### config.mk
export PLATFORM = sky130hd
export DESIGN_NAME = fir_seq_ctrl
export DESIGN_NICKNAME = d
export VERILOG_FILES = /design/src/rtl/fir_pkg.sv /design/src/rtl/fir_tap_counter.sv /design/src/rtl/fir_seq_ctrl.sv
export SDC_FILE = /design/constraint.sdc
export NUM_CORES = 1
export LEC_CHECK = 0
export CELL_PAD_IN_SITES_DETAIL_PLACEMENT = 1
export CELL_PAD_IN_SITES_GLOBAL_PLACEMENT = 2
export CORE_ASPECT_RATIO = 0.8
export CORE_MARGIN = 4
export CORE_UTILIZATION = 27
export DETAILED_ROUTE_END_ITERATION = 10
export PLACE_DENSITY = 0.89
export SLEW_MARGIN = 20
export SYNTH_ARGS = -nofsm -noshare
export SYNTH_HDL_FRONTEND = slang
export SYNTH_SLANG_ARGS = --single-unit
export TNS_END_PERCENT = 100
### constraint.sdc
create_clock -name clk -period 2.25 [get_ports clk]
set_input_delay 0.675 -clock clk [delete_from_list [all_inputs] [get_ports clk]]
set_output_delay 0.675 -clock clk [all_outputs]
set_load 0.03 [all_outputs]
### src/rtl/fir_pkg.sv
// Shared definitions for the FIR sequencing controller: the state encoding
// and the default geometry of the filter.
package fir_pkg;

   localparam int DEFAULT_MAX_TAPS = 64;
   localparam int DEFAULT_NUM_CH   = 2;

   typedef enum logic [2:0] {
      IDLE,
      LOAD,
      PRIME,
      EXEC,
      OUT
   } fir_state_t;

endpackage

### src/rtl/fir_tap_counter.sv
// Tap address counter: synchronous clear to zero, count enable, and a flag
// raised while the count sits on the last tap of the current operation.
module fir_tap_counter #(
   parameter int AW = 6,
   parameter int TW = 7
) (
   input  logic          clk,
   input  logic          rst,
   input  logic          clear,
   input  logic          enable,
   input  logic [TW-1:0] limit,
   output logic [AW-1:0] count,
   output logic          terminal
);

   // The limit is a tap count (>= 1), so the last address is limit-1.
   assign terminal = (TW'(count) == (limit - TW'(1)));

   always_ff @(posedge clk) begin
      if (rst || clear) begin
         count <= '0;
      end else if (enable) begin
         count <= count + AW'(1);
      end
   end

endmodule

### src/rtl/fir_seq_ctrl.sv
// Sequencer for a multi-channel FIR datapath: accepts one sample, shifts it
// into the channel's delay line, walks N taps, then holds the result.
module fir_seq_ctrl
   import fir_pkg::*;
#(
   parameter int MAX_TAPS = DEFAULT_MAX_TAPS,
   parameter int NUM_CH   = DEFAULT_NUM_CH,
   localparam int AW = $clog2(MAX_TAPS),
   localparam int TW = $clog2(MAX_TAPS + 1),
   localparam int CW = ($clog2(NUM_CH) > 1) ? $clog2(NUM_CH) : 1
) (
   input  logic          clk,
   input  logic          rst,
   input  logic          in_valid,
   output logic          in_ready,
   input  logic [CW-1:0] in_ch,
   input  logic [TW-1:0] num_taps,
   output logic [AW-1:0] address,
   output logic [CW-1:0] ch_sel,
   output logic          shift,
   output logic          flush,
   output logic          acc_en,
   output logic          out_valid,
   input  logic          out_ready,
   output logic          freeze,
   output logic [CW-1:0] out_ch,
   output logic          busy
);

   localparam logic [TW-1:0] MAX_N = TW'(MAX_TAPS);

   fir_state_t    state;
   fir_state_t    stateNext;
   logic [CW-1:0] chSel;
   logic [TW-1:0] nTaps;
   logic [TW-1:0] nEff;
   logic          accept;
   logic          counterEn;
   logic          counterClear;
   logic          tapLast;

   assign accept = in_valid && (state == IDLE);
   assign nEff   = ((num_taps == '0) || (num_taps > MAX_N)) ? MAX_N : num_taps;

   assign busy   = (state != IDLE);
   assign ch_sel = chSel;
   assign out_ch = chSel;

   // The counter rests at zero outside EXEC and is reloaded on the last tap,
   // so LOAD, PRIME and a stalled OUT all present address 0.
   assign counterClear = (state != EXEC) || tapLast;

   fir_tap_counter #(
      .AW(AW),
      .TW(TW)
   ) tapCounter (
      .clk     (clk),
      .rst     (rst),
      .clear   (counterClear),
      .enable  (counterEn),
      .limit   (nTaps),
      .count   (address),
      .terminal(tapLast)
   );

   always_ff @(posedge clk) begin
      if (rst) begin
         state <= IDLE;
      end else begin
         state <= stateNext;
      end
   end

   // Channel and tap count are captured only on accept so that input changes
   // during an operation cannot disturb it.
   always_ff @(posedge clk) begin
      if (rst) begin
         chSel <= '0;
         nTaps <= MAX_N;
      end else if (accept) begin
         chSel <= in_ch;
         nTaps <= nEff;
      end
   end

   always_comb begin
      stateNext = state;
      in_ready  = 1'b0;
      shift     = 1'b0;
      flush     = 1'b0;
      acc_en    = 1'b0;
      out_valid = 1'b0;
      freeze    = 1'b0;
      counterEn = 1'b0;
      case (state)
         IDLE: begin
            in_ready = 1'b1;
            if (in_valid) stateNext = LOAD;
         end
         LOAD: begin
            shift     = 1'b1;
            flush     = 1'b1;
            stateNext = PRIME;
         end
         PRIME: begin
            stateNext = EXEC;
         end
         EXEC: begin
            acc_en    = 1'b1;
            counterEn = 1'b1;
            if (tapLast) stateNext = OUT;
         end
         OUT: begin
            out_valid = 1'b1;
            freeze    = 1'b1;
            if (out_ready) stateNext = IDLE;
         end
         default: begin
            stateNext = IDLE;
         end
      endcase
   end

endmodule
==> flow_summary.toml, run 1 <==
[logic_synthesis]
syn_inst = 109
syn_avg_cell_area_um2 = 8.885
synth_cell_type_count = 36
async_flop_share = 0
yosys_warnings = 0
synth_edf_count = 0
yosys_register_bits = 17
yosysSeqAreaShare = 0.3514
syn-num-nets = 123
syn_area_um2 = 968.4
ys.flop_type = "dfxtp_1"

[critical_path]
endpoint_kind = "output pin"
crit_type = "reg -> out"
crit_arrival_ps = 1430
path_max_fanout = 5
crit_required_ps = 1570
critPathLaunchType = "flop"

[placed_design]
pre_cts_ws_ps = 100.5
routabilityCongestion = 0.7351
place_inst = 175
io_buffers = 26
detailed_place_hpwl_um = 1969

[finish]
syn_to_final_growth_pct = 35.79
num_antenna_cells = 0
multi_input_area_um2 = 575.6
nFillCells = 397
instances_no_fill = 179
finish.net_count = 152
final_cell_mix = "clkdlybuf4s50_1 (19), dfxtp_1 (17), nor2_1 (16), a21oi_1 (10), nor3b_1 (7)"
final_util = 0.3815
seq_area_um2 = 340.3
drive_gt1_frac = 0.1241
final_common_cell = "clkdlybuf4s50_1"

[drt]
num_vias = 869
wl_per_cell_um = 13.73
wirelength_um = 2457
drt-initial-drc-count = 22
drc = 0
avgViaCountPerCell = 4.855
first_pass_iters = 4
postRouteAntennaNets = 0

[grt]
grt_start_max_net_pins = 15
grt_pass1_vias = 882
grt_use_met2 = 0.2072
overflow = 0
use_met3 = 0.01958
use_met1 = 0.1493
antenna_found_initial = 0
track_usage = 0.1226
grt-busiest-layer = "met2"
grt_pass1_wl_um = 4202

[sta]
worst-slew-pin-transition_ps = 450.0
period_share = 0.9361
finalSetupTns_ps = 0
fin_skew_ps = 2.694
setup_ws_ps = 143.7
layout_min_cycle_time_ps = 2106
rsz0062_at_grt = "false"
max_freq_mhz = 474.8
final_hold_viol_count = 0
setup_viol = 0
relSlewSlack = 0.6993
drv_slew = 0

[clocking]
root_buffer = "clkbuf_8"
cts_max_path_buffers = 2
ctsHoldBuffers = 0
cts_made_buffers = 3
clkTransAtPathRegs_ps = 70
htreeDepth = 1
cts_tree = "done"
clkSinkCount = 17
clk_latency_ps = 260

[floorplan]
rows = 19
io_pins = 27
initial_utilization = 0.2809
dieArea_um2 = 4615
dieWidth_um = 74.96
core_area_um2 = 3447
die_h_um = 61.57

[power]
p_leak_nw = 0.5316
p_per_area_nw_per_um2 = 546.4
p_total_uw = 718.6
peakVddDrop_v = 0.0001906

[hold_path]
hp-class = "reg -> reg"

[flow_run]
cap_violations = 0

[status]
run_status = "complete, no violations"
[critical path, cell delays in order (launching register included)]
cell,delay (ps)
dfxtp_1,410
nor3b_1,320
dlygate4sd2_1,450
[flip-flops by register name, indices dropped and copies added (netlist names)]
name and flops:
nTaps 7, tapCounter.count 6, state 3, ch_sel 1
[stage by stage]
stage               cell area, um2  hold WS [ps]
finish                        1315         476.6
global route                  1315         518.4
CTS                           1313         487.6
detailed placement            1274         477.7
global placement              1274         456.9
floorplan                    968.4         484.3
[cell type report]
| cell class | instances | share of cell area |
|---|---|---|
| flip-flops and latches | 17 | 0.2588 |
| well taps | 42 | 0.03996 |
| clock inverters | 1 | 0.003806 |
| clock buffers | 3 | 0.03140 |
| repair buffers | 29 | 0.2112 |
| inverters | 6 | 0.01713 |
| multi-input cells | 81 | 0.4377 |
[final timing paths]
kind | endpoint | start | cells after the start | slack (ps)
max reg2reg | tapCounter.count[2]$_SDFFE_PP0P_ | nTaps[0]$_SDFFE_PP0P_ | 7 | 280
min reg2reg | ch_sel$_SDFFE_PP0P_ | ch_sel$_SDFFE_PP0P_ | 2 | 480
max | freeze | state[2]$_SDFFE_PP0P_ | 2 | 140
min | ch_sel$_SDFFE_PP0P_ | ch_sel$_SDFFE_PP0P_ | 2 | 480
[cells in the mapped netlist (2+ instances only)]
cell type	count	area, um2
a21oi_1	10	50.05
buf_4	3	22.52
clkbuf_1	2	7.510
dfxtp_1	17	340.3
ha_1	2	25.02
inv_1	6	22.52
nand2_1	3	11.26
nand3_1	2	10.01
nand4_1	2	12.51
nor2_1	16	60.06
nor3_1	4	20.02
nor3_2	3	30.03
nor3b_1	7	52.55
xnor2_1	5	43.79
xor2_1	6	52.55
[layer usage]
layer | vias up | part of all wire
met3 | 5 | 0.038
met1 | 415 | 0.44
met4 | 0 | 0.023
met2 | 19 | 0.50
li1 | 430 | -
met5 | - | 0
[logic make-up (layout without fill, tap and decap cells)]
| kind of cell | after synthesis | in the layout | share of synthesized area |
|---|---|---|---|
| AO/OA/AOI/OAI | 17 | 17 | 0.1163 |
| XOR/XNOR | 12 | 12 | 0.1163 |
| adder cells (fa/ha/maj) | 2 | 2 | 0.02584 |
| buffers and inverters | 11 | 39 | 0.05426 |
| flip-flops | 17 | 17 | 0.3514 |
| AND/OR/NAND/NOR | 50 | 50 | 0.3359 |
[power breakdown]
group / internal, mW / switching, mW
clock network: 0.123 / 0.110
registers: 0.311 / 0.0152
logic: 0.0711 / 0.0879
[repair_timing]
action,CTS,global route
endpoints found under the setup margin,6,1
buffers inserted,0,0
gates resized for setup,6,1
Power figures use the tool's default switching activity.
==> run 2: changes to the inputs <==
Settings changed: CORE_UTILIZATION 27 to 29, PLACE_DENSITY 0.89 to 0.94.
Clock period 2.25 ns to 2.7 ns, I/O delays scaled along.
==> flow_summary.toml, run 2 (synthesis gave the netlist of run 1 again) <==
[power]
p_comb_frac = 0.226
peakVddDrop_v = 0.0002504
swShare = 0.2880
p_leak_nw = 0.4857
p_seq_frac = 0.457
netSwitchingPower_uw = 171.7
p_int_uw = 424.5
clkPwrFrac = 0.318
p_per_area_nw_per_um2 = 458.2

[finish]
final_cell_mix = "clkdlybuf4s50_1 (26), dfxtp_1 (17), nor2_1 (16), a21oi_1 (10), nor3b_1 (7)"
largest-register = "nTaps"
nFillCells = 380
drive_gt1_frac = 0.1037
multi_input_area_um2 = 575.6
seq_area_um2 = 340.3
finish.net_count = 150
top_regs = "nTaps (7), tapCounter.count (6), state (3)"
num_antenna_cells = 0
largest_reg_flops = 7
syn_to_final_growth_pct = 34.37
final_common_cell = "clkdlybuf4s50_1"
instances_no_fill = 175

[sta]
final_hold_viol_count = 0
period_share = 0.9409
drv_slew = 0
relSlewSlack = 0.7040
worst-slew-pin-transition_ps = 442.9
rsz0062_at_grt = "false"
finalSetupTns_ps = 0
fin_skew_ps = 6.861
layout_min_cycle_time_ps = 2540
max_freq_mhz = 393.7
setup_viol = 0

[clocking]
cts_tree = "done"
htreeDepth = 1
clk_latency_ps = 250
ctsHoldBuffers = 0
clkSinkCount = 17
cts_resized = 0
root_buffer = "clkbuf_8"
clkTransAtPathRegs_ps = 70
cts_made_buffers = 3
postCtsSetupBuffers = 0
cts_max_path_buffers = 2

[placed_design]
place_inst = 171
io_buffers = 26
detailed_place_hpwl_um = 1943
routabilityCongestion = 0.7622

[hold_path]
hp-class = "reg -> reg"
worstHoldPathCells = 2

[floorplan]
core_area_um2 = 3153
dieArea_um2 = 4334
dieWidth_um = 72.61
die_h_um = 59.69
io_pins = 27
initial_utilization = 0.3071
rows = 18

[flow_run]
cap_violations = 0

[critical_path]
reg2reg_depth = 7
crit_required_ps = 1890
endpoint_kind = "output pin"
path_max_fanout = 5
slowest_stage = "clkdlybuf4s50_1"
critPathTopFamily = "buffers and inverters"
crit_chain = "nor3b_1 -> clkdlybuf4s50_1"
slowest_delay_ps = 740
crit_arrival_ps = 1730
crit_type = "reg -> out"
crit_cells = 2
critPathLaunchType = "flop"
cp_num_buf_inv = 1

[drt]
first_pass_iters = 2
avgViaCountPerCell = 4.846
wl_per_cell_um = 13.55
num_vias = 848
wirelength_um = 2372
drc = 0
drt-initial-drc-count = 24
postRouteAntennaNets = 0

[grt]
grt-busiest-layer = "met2"
track_usage = 0.1218
grt_pass1_vias = 882
grt_use_met2 = 0.2134
grt_start_max_net_pins = 15
grt_pass1_wl_um = 4112
use_met3 = 0.04874
antenna_found_initial = 0
overflow = 0
use_met1 = 0.1507

[status]
run_status = "complete, no violations"
[run 2: changes by cell type in the layout (fill, tap and decap cells not counted), sizes merged]
cell,change
buf,-2
clkbuf,+1
clkdlybuf4s50,+7
clkinv,-1
dlygate4sd2,-6
dlymetal6s2s,-1
[run 2: power groups by stage]
stage | Sequential, mW | Combinational (mW) | Clock, mW
floorplan | 0.278 | 0.0862 | 0
global placement | 0.277 | 0.130 | 0
detailed placement | 0.278 | 0.136 | 0
CTS | 0.273 | 0.137 | 0.196
global route | 0.274 | 0.146 | 0.211
finish | 0.272 | 0.135 | 0.189
[run 2: layer usage]
metal	vias up	wire [um]
li1	423	-
met1	405	1081
met2	20	1143
met3	0	147
met4	0	0
met5	-	0
[run 2: per-stage QoR]
step	utilization	hold slack (ps)	power (mW)	setup WS (ps)	instance area (um2)
after detailed placement	0.3984	467.5	0.4138	437.6	1256
after global placement	0.3984	462.8	0.4073	471.9	1256
after global routing	0.4127	493.8	0.6313	51.52	1301
after floorplan	-	484.3	0.3638	358.8	968.4
after CTS	0.4127	476.6	0.6053	141.2	1301
final	0.4127	470.2	0.5963	159.7	1301
[run 2: path summary, 6_finish.rpt]
path / startpoint / endpoint / slack, ps
min: ch_sel$_SDFFE_PP0P_ / ch_sel$_SDFFE_PP0P_ / 470
max: state[2]$_SDFFE_PP0P_ / freeze / 160
min reg2reg: ch_sel$_SDFFE_PP0P_ / ch_sel$_SDFFE_PP0P_ / 470
max reg2reg: nTaps[0]$_SDFFE_PP0P_ / tapCounter.count[3]$_SDFFE_PP0P_ / 720
[run 2: layout make-up]
| class | count | area share |
|---|---|---|
| clock buffer | 4 | 0.03462 |
| inverter | 6 | 0.01731 |
| multi-input combinational | 81 | 0.4423 |
| sequential | 17 | 0.2615 |
| tap | 40 | 0.03846 |
| timing repair buffer | 27 | 0.2058 |
[run 2: worst min-delay path: stages, from the launching register on]
cell     delay (ps)
dfxtp_1         320
nand2_1          50
a21oi_1          50
